### src/rtl/driver_sout_reader_if.sv
// Bus between the SOUT read-back receiver and its controlling/observing logic.
// The master side drives sweep control and the driver serial lines; the slave side is the reader.
interface driver_sout_reader_if #(
  parameter int NB_DRIVERS = 30,
  parameter int DATA_WIDTH = 48
);
  logic                  start;
  logic                  abort;
  logic [DATA_WIDTH-1:0] expected;
  logic                  driver_sclk;
  logic                  driver_sout;
  logic [4:0]            driver_sout_mux;
  logic                  busy;
  logic                  done;
  logic [NB_DRIVERS-1:0] error_mask;
  logic [NB_DRIVERS-1:0] timeout_mask;
  logic [DATA_WIDTH-1:0] last_word;

  modport master (
    output start, abort, expected, driver_sclk, driver_sout,
    input  driver_sout_mux, busy, done, error_mask, timeout_mask, last_word
  );

  modport slave (
    input  start, abort, expected, driver_sclk, driver_sout,
    output driver_sout_mux, busy, done, error_mask, timeout_mask, last_word
  );
endinterface

### src/rtl/driver_sout_reader.sv
// Steps the SOUT mux over every LED driver, captures each SOUT word on SCLK rising edges
// and flags drivers whose read-back differs from the expected word or never clocks.
//
// state   | meaning
// IDLE    | waiting for start
// SELECT  | drive mux with current index, load settle counter
// SETTLE  | wait for the mux output to settle, sclk edges ignored
// SHIFT   | capture DATA_WIDTH bits MSB-first, watch for timeout
// COMPARE | store captured word, flag mismatch
// NEXT    | advance index or finish the sweep
module driver_sout_reader #(
  parameter int NB_DRIVERS     = 30,
  parameter int DATA_WIDTH     = 48,
  parameter int SETTLE_CYCLES  = 4,
  parameter int TIMEOUT_CYCLES = 65535
) (
  input logic                  clk,
  input logic                  nrst,
  driver_sout_reader_if.slave  bus
);

  localparam int SW = $clog2(SETTLE_CYCLES + 1);
  localparam int BW = $clog2(DATA_WIDTH + 1);
  localparam int TW = $clog2(TIMEOUT_CYCLES + 1);

  localparam logic [SW-1:0] SETTLE_LOAD = SW'(SETTLE_CYCLES);
  localparam logic [BW-1:0] BIT_LAST    = BW'(DATA_WIDTH - 1);
  localparam logic [TW-1:0] TMO_LAST    = TW'(TIMEOUT_CYCLES - 1);
  localparam logic [4:0]    IDX_LAST    = 5'(NB_DRIVERS - 1);

  typedef enum logic [2:0] {
    S_IDLE, S_SELECT, S_SETTLE, S_SHIFT, S_COMPARE, S_NEXT
  } state_t;

  state_t                state_q, state_d;
  logic [4:0]            idx_q, idx_d;
  logic [4:0]            mux_q, mux_d;
  logic [SW-1:0]         settle_q, settle_d;
  logic [BW-1:0]         bit_q, bit_d;
  logic [TW-1:0]         tmo_q, tmo_d;
  logic [DATA_WIDTH-1:0] shift_q, shift_d;
  logic [DATA_WIDTH-1:0] exp_q, exp_d;
  logic [DATA_WIDTH-1:0] last_q, last_d;
  logic [NB_DRIVERS-1:0] err_q, err_d;
  logic [NB_DRIVERS-1:0] tmask_q, tmask_d;
  logic                  busy_q, busy_d;
  logic                  done_q, done_d;
  logic                  sclk_q;
  logic                  sclk_rise;

  assign sclk_rise = bus.driver_sclk & ~sclk_q;

  always_ff @(posedge clk or negedge nrst) begin
    if (!nrst) begin
      state_q  <= S_IDLE;
      idx_q    <= '0;
      mux_q    <= '0;
      settle_q <= '0;
      bit_q    <= '0;
      tmo_q    <= '0;
      shift_q  <= '0;
      exp_q    <= '0;
      last_q   <= '0;
      err_q    <= '0;
      tmask_q  <= '0;
      busy_q   <= 1'b0;
      done_q   <= 1'b0;
      sclk_q   <= 1'b0;
    end else begin
      state_q  <= state_d;
      idx_q    <= idx_d;
      mux_q    <= mux_d;
      settle_q <= settle_d;
      bit_q    <= bit_d;
      tmo_q    <= tmo_d;
      shift_q  <= shift_d;
      exp_q    <= exp_d;
      last_q   <= last_d;
      err_q    <= err_d;
      tmask_q  <= tmask_d;
      busy_q   <= busy_d;
      done_q   <= done_d;
      sclk_q   <= bus.driver_sclk;
    end
  end

  always_comb begin
    state_d  = state_q;
    idx_d    = idx_q;
    mux_d    = mux_q;
    settle_d = settle_q;
    bit_d    = bit_q;
    tmo_d    = tmo_q;
    shift_d  = shift_q;
    exp_d    = exp_q;
    last_d   = last_q;
    err_d    = err_q;
    tmask_d  = tmask_q;
    busy_d   = busy_q;
    done_d   = 1'b0;

    // Abort overrides everything, including a simultaneous start; masks and mux are kept.
    if (bus.abort) begin
      state_d = S_IDLE;
      busy_d  = 1'b0;
    end else begin
      case (state_q)
        S_IDLE: begin
          if (bus.start) begin
            exp_d   = bus.expected;
            err_d   = '0;
            tmask_d = '0;
            idx_d   = '0;
            busy_d  = 1'b1;
            state_d = S_SELECT;
          end
        end
        S_SELECT: begin
          mux_d    = idx_q;
          settle_d = SETTLE_LOAD;
          state_d  = S_SETTLE;
        end
        S_SETTLE: begin
          if (settle_q <= SW'(1)) begin
            bit_d   = '0;
            shift_d = '0;
            tmo_d   = '0;
            state_d = S_SHIFT;
          end else begin
            settle_d = settle_q - SW'(1);
          end
        end
        S_SHIFT: begin
          // An edge on the threshold cycle still counts and restarts the timeout.
          if (sclk_rise) begin
            shift_d = {shift_q[DATA_WIDTH-2:0], bus.driver_sout};
            bit_d   = bit_q + BW'(1);
            tmo_d   = '0;
            if (bit_q == BIT_LAST) state_d = S_COMPARE;
          end else if (tmo_q == TMO_LAST) begin
            tmask_d[idx_q] = 1'b1;
            err_d[idx_q]   = 1'b1;
            state_d        = S_NEXT;
          end else begin
            tmo_d = tmo_q + TW'(1);
          end
        end
        S_COMPARE: begin
          last_d       = shift_q;
          err_d[idx_q] = (shift_q != exp_q);
          state_d      = S_NEXT;
        end
        S_NEXT: begin
          if (idx_q == IDX_LAST) begin
            busy_d  = 1'b0;
            done_d  = 1'b1;
            state_d = S_IDLE;
          end else begin
            idx_d   = idx_q + 5'd1;
            state_d = S_SELECT;
          end
        end
        default: state_d = S_IDLE;
      endcase
    end
  end

  assign bus.driver_sout_mux = mux_q;
  assign bus.busy            = busy_q;
  assign bus.done            = done_q;
  assign bus.error_mask      = err_q;
  assign bus.timeout_mask    = tmask_q;
  assign bus.last_word       = last_q;

endmodule

### src/flat_wrapper.sv
// flat-port wrapper written by rule: the top's interface ports become plain ports
module driver_sout_reader_flat 
#(
  parameter int NB_DRIVERS     = 30,
  parameter int DATA_WIDTH     = 48,
  parameter int SETTLE_CYCLES  = 4,
  parameter int TIMEOUT_CYCLES = 65535
)
  (clk, nrst, bus_start, bus_abort, bus_expected, bus_driver_sclk, bus_driver_sout, bus_driver_sout_mux, bus_busy, bus_done, bus_error_mask, bus_timeout_mask, bus_last_word);
  driver_sout_reader_if #(.NB_DRIVERS(NB_DRIVERS), .DATA_WIDTH(DATA_WIDTH)) bus_i ();
  input logic clk;
  input logic nrst;
  input wire logic [$bits(bus_i.start)-1:0] bus_start;
  input wire logic [$bits(bus_i.abort)-1:0] bus_abort;
  input wire logic [$bits(bus_i.expected)-1:0] bus_expected;
  input wire logic [$bits(bus_i.driver_sclk)-1:0] bus_driver_sclk;
  input wire logic [$bits(bus_i.driver_sout)-1:0] bus_driver_sout;
  output wire logic [$bits(bus_i.driver_sout_mux)-1:0] bus_driver_sout_mux;
  output wire logic [$bits(bus_i.busy)-1:0] bus_busy;
  output wire logic [$bits(bus_i.done)-1:0] bus_done;
  output wire logic [$bits(bus_i.error_mask)-1:0] bus_error_mask;
  output wire logic [$bits(bus_i.timeout_mask)-1:0] bus_timeout_mask;
  output wire logic [$bits(bus_i.last_word)-1:0] bus_last_word;
  assign bus_i.start = bus_start;
  assign bus_i.abort = bus_abort;
  assign bus_i.expected = bus_expected;
  assign bus_i.driver_sclk = bus_driver_sclk;
  assign bus_i.driver_sout = bus_driver_sout;
  assign bus_driver_sout_mux = bus_i.driver_sout_mux;
  assign bus_busy = bus_i.busy;
  assign bus_done = bus_i.done;
  assign bus_error_mask = bus_i.error_mask;
  assign bus_timeout_mask = bus_i.timeout_mask;
  assign bus_last_word = bus_i.last_word;
  driver_sout_reader #(.NB_DRIVERS(NB_DRIVERS), .DATA_WIDTH(DATA_WIDTH), .SETTLE_CYCLES(SETTLE_CYCLES), .TIMEOUT_CYCLES(TIMEOUT_CYCLES)) u_core (.clk(clk), .nrst(nrst), .bus(bus_i));
endmodule
### config.mk
export PLATFORM = sky130hd
export DESIGN_NAME = driver_sout_reader_flat
export DESIGN_NICKNAME = d
export VERILOG_FILES = /design/src/rtl/driver_sout_reader_if.sv /design/src/rtl/driver_sout_reader.sv /design/src/flat_wrapper.sv
export SDC_FILE = /design/constraint.sdc
export NUM_CORES = 1
export LEC_CHECK = 0
export ABC_AREA = 0
export CAP_MARGIN = 10
export CORE_MARGIN = 2
export CORE_UTILIZATION = 54
export CTS_CLUSTER_DIAMETER = 150
export DETAILED_ROUTE_END_ITERATION = 10
export PLACE_DENSITY = 0.92
export SYNTH_ARGS = -nofsm -noshare
export SYNTH_HDL_FRONTEND = slang
export SYNTH_SLANG_ARGS = --single-unit
### constraint.sdc
create_clock -name clk -period 2.49 [get_ports clk]
set_input_delay 0.747 -clock clk [delete_from_list [all_inputs] [get_ports clk]]
set_output_delay 0.747 -clock clk [all_outputs]
set_load 0.01 [all_outputs]
==> results.txt <==
Hold repair after CTS inserted 0 buffers. For the sequential element share of the synthesized area, the log shows 56.7%. Yosys mapped a number of flops with a built-in enable equal to 0.

Summing all non-filler instances in the final layout gives an area of 14000 sq um. The total half-perimeter wirelength after legalization and detailed placement was 19.2 mm. Net count of the finished layout: 1216. The antenna diode instance count was 0. The most used flip-flop cell after synthesis is dfrtp_1. The worst-path maximum fanout came out at 13.

The run gives 1033 as the net count after synthesis. Summing the areas of all compound-gate instances in the mapped netlist gives 14.2% of the synthesized area. The run gives 8486 as the via count of the first global-routing pass. The measured slew at the worst slew-check pin is 712 ps. Measured on the finished design, the core utilization comes to 71.7%. The initialized floorplan defines 51 standard-cell rows.

The congestion estimate from routability-driven global placement came to 0.849. Final-report max-slew violation count: 0. The number of input and output port buffers inserted works out to 168.

The deepest clock path buffer count was 3; the total congestion overflow after global routing was 0. IR analysis of the VDD net gives a maximum drop of 0.565 mV. The tools report the number of antenna violations at the first check in global routing as 0. The run gives 169 as the boundary pin count. In the final routing, the length of wire on met1 measures 11.8 mm. The run finished with clean final reports. The core region is 19600 sq um. The share of flip-flops with an asynchronous set or reset after synthesis was 100%; the first-pass detailed-route iteration total was 5. The largest family of logic cells by synthesized area is compound AO/OA/AOI/OAI gates. Simple-gate share of the synthesized area: 14.2%.

Summing the areas of all fa, ha and maj instances in the mapped netlist gives 1.04% of the synthesized area. The routed via count divided by cell count was 5.83; the number of design rule violations left after detail routing was 0. The area growth from synthesis to layout was 29.9%; the pin count of the biggest net entering global routing was 63. Nature of the critical path endpoint: a flop. The logs give 8375 for the total number of vias and 1 for the depth of the CTS H-tree. The logs give 0 for the final-report hold violation count and 45.7 mm for the first-pass GRT wire length. The routed length per placed instance was 19.8 um; the post-synthesis area per instance was 11.2 sq um.

The detailed router finished its first iteration with 722 violations. The total negative setup slack came out at 0 ps. After layout, the worst path uses 96.2% of the clock period. For the final wirelength, the log shows 28.4 mm.

In this run the top signal layer used is met4. After clock tree synthesis, the clock-pin slew on the worst setup and hold paths is 70 ps. In this run the tightest slew margin relative to its limit is 52.6%.

For the highest clock rate, the log shows 418 MHz. The type of the worst setup path was flop to flop. The run gives 55.2% as the starting density of the core. In this run, synthesis produced a sequential element count of 245.

The run gives 10800 sq um as the cell area after technology mapping. The tools report the cell chosen for the clock root as clkbuf_16. The cell count after synthesis came out at 970. The count of final setup violators was 0; the endpoint required time on the critical path was 2900 ps.

The floorplan step defined a die boundary enclosing 21200 sq um. In this run the worst hold path is classified as input pin to asynchronous set/reset pin. The width of the die is 146 um. Global routing used 26.7% of the available tracks.

Cells with a size suffix above 1 make up 17.2% of the layout. Dividing total power by cell area gives a power density of 771 nW/um^2. In this run the cell area measured after placement is 13100 sq um.

In this run the remaining antenna-violating nets after routing total 0. The data arrival time of the worst path was 2810 ps; the met3 routed wirelength was 1.92 mm. For the latest clock arrival within the worst-skew pair, the log shows 530 ps.

The number of resized instances in the post-cts repair step was 0. The final period demand of the worst path is 2390 ps. TritonCTS built the clock tree. The logs give 14.2 ps for the setup clock skew after layout and 0 for the total of warnings raised by yosys. The xor/xnor cell area share of the yosys netlist is 4.86%. The max-cap check violation count is 0. The total length of routed met2 wires was 14.1 mm; the proportion of synthesized area in mux cells was 5.71%. The run gives 0 as the count of buffers added by post-CTS timing repair for setup.

In this run, CTS created clock tree buffers numbering 26. The startpoint type of the worst setup path was a flop. Counting every sink on the clock net gives 245. Overall die height: 146 um. The number of distinct library cells after synthesis came out at 55. In this run the static leakage power is 6.20 nW. Setup repair after global routing left no endpoint under its margin.
## cell usage after synthesis (14+ instances only)
| library cell | count | share of area [%] |
|---|---|---|
| a211oi_2 | 30 | 3.5 |
| buf_2 | 17 | 0.79 |
| dfrtp_1 | 245 | 57 |
| mux2_2 | 54 | 5.6 |
| a22o_1 | 51 | 4.1 |
| xnor2_1 | 60 | 4.9 |
| nor2_1 | 52 | 1.8 |
| o21ai_0 | 14 | 0.65 |
| clkbuf_1 | 39 | 1.4 |
| nand2_1 | 200 | 6.9 |
| nand4_1 | 15 | 0.87 |
| a21oi_1 | 37 | 1.7 |
| o31ai_1 | 35 | 2.4 |
## routing by layer
layer	global-route usage, %	up-vias
met5	0	-
met2	45.6	360
met1	35.9	4229
met4	7.35	0
li1	-	3737
met3	4.14	49
## logic make-up (layout without fill, tap and decap cells)
family                     count (synthesis)  after routing
xor gates and xnor gates                  60             60
and+or+nand+nor                          338            338
DFF                                      245            245
adders and majority gates                  9              9
muxes                                     55             55
AOI/OAI and AO/OA                        188            188
buffers and inverters                     75            277
## critical path, stage by stage (launching register included)
cell and delay, ps:
dfrtp_1 430, inv_1 80, ha_1 160, nand4_1 140
or4_1 600, o21ai_4 290, buf_12 180, a21oi_1 110
a211oi_2 280
## cell type report
type	instances	area (sq um)
Clock buffer	40	795
Clock inverter	7	96.3
Fill cell	1283	5540
Inverter	10	37.5
Multi-Input combinational cell	650	4360
Sequential cell	245	6130
Tap cell	265	332
Timing Repair Buffer	220	2300
## metrics by stage
stage,setup slack (ps),total power [mW],hold slack [ps],instances
floorplan,244,5.99,451,970
global placement,-240,6.74,459,1390
detailed placement,-303,6.86,467,1390
CTS,118,10.9,189,1437
global route,3.40,11.3,200,1437
finish,95.2,10.8,159,1437
## report_power, final
| group | internal [mW] | switching [mW] |
|---|---|---|
| logic | 0.920 | 1.12 |
| registers | 4.43 | 0.396 |
| clock network | 2.40 | 1.55 |
| total | 7.75 | 3.07 |
## worst paths after layout
path | slack (ps) | start | cells past startpoint | endpoint
setup / recovery | 100 | u_core.tmo_q[0] | 8 | u_core.bus.error_mask[3]
hold / removal | 160 | nrst | 1 | u_core.bus.driver_sout_mux[1]
setup reg to reg | 100 | u_core.tmo_q[0] | 8 | u_core.bus.error_mask[3]
hold reg to reg | 480 | u_core.bus.timeout_mask[19] | 2 | u_core.bus.timeout_mask[19]
max in group asynchronous | 1620 | nrst | 2 | u_core.bus.last_word[19]
min in group clk | 480 | u_core.bus.timeout_mask[19] | 2 | u_core.bus.timeout_mask[19]
## sequential cells by signal, indices dropped and copies added (netlist names)
register / count
u_core.bus.last_word: 48
u_core.exp_q: 48
u_core.shift_q: 48
u_core.bus.error_mask: 30
u_core.bus.timeout_mask: 30
u_core.tmo_q: 16
u_core.bit_q: 6
u_core.bus.driver_sout_mux: 5
u_core.idx_q: 5
u_core.settle_q: 3
u_core.state_q: 3
u_core.bus.busy: 1
u_core.bus.done: 1
u_core.sclk_q: 1
## layout by cell type (no fill, tap or decap), types with 3 or more instances in the layout
| master | instances |
|---|---|
| a211oi_2 | 30 |
| a21oi_1 | 37 |
| a21oi_2 | 3 |
| a22o_1 | 51 |
| buf_12 | 18 |
| buf_4 | 34 |
| clkbuf_1 | 6 |
| clkbuf_16 | 27 |
| clkbuf_8 | 7 |
| clkdlybuf4s50_1 | 167 |
| dfrtp_1 | 245 |
| ha_1 | 9 |
| inv_1 | 10 |
| mux2_2 | 54 |
| nand2_1 | 200 |
| nand2b_1 | 9 |
| nand3_1 | 9 |
| nand4_1 | 15 |
| nor2_1 | 52 |
| nor3_1 | 8 |
| nor3b_1 | 3 |
| nor4_1 | 4 |
| o21ai_0 | 14 |
| o31ai_1 | 35 |
| o41ai_1 | 3 |
| or2_2 | 5 |
| or3_1 | 3 |
| or4_1 | 8 |
| xnor2_1 | 60 |
(Power assumes the default switching activity.)
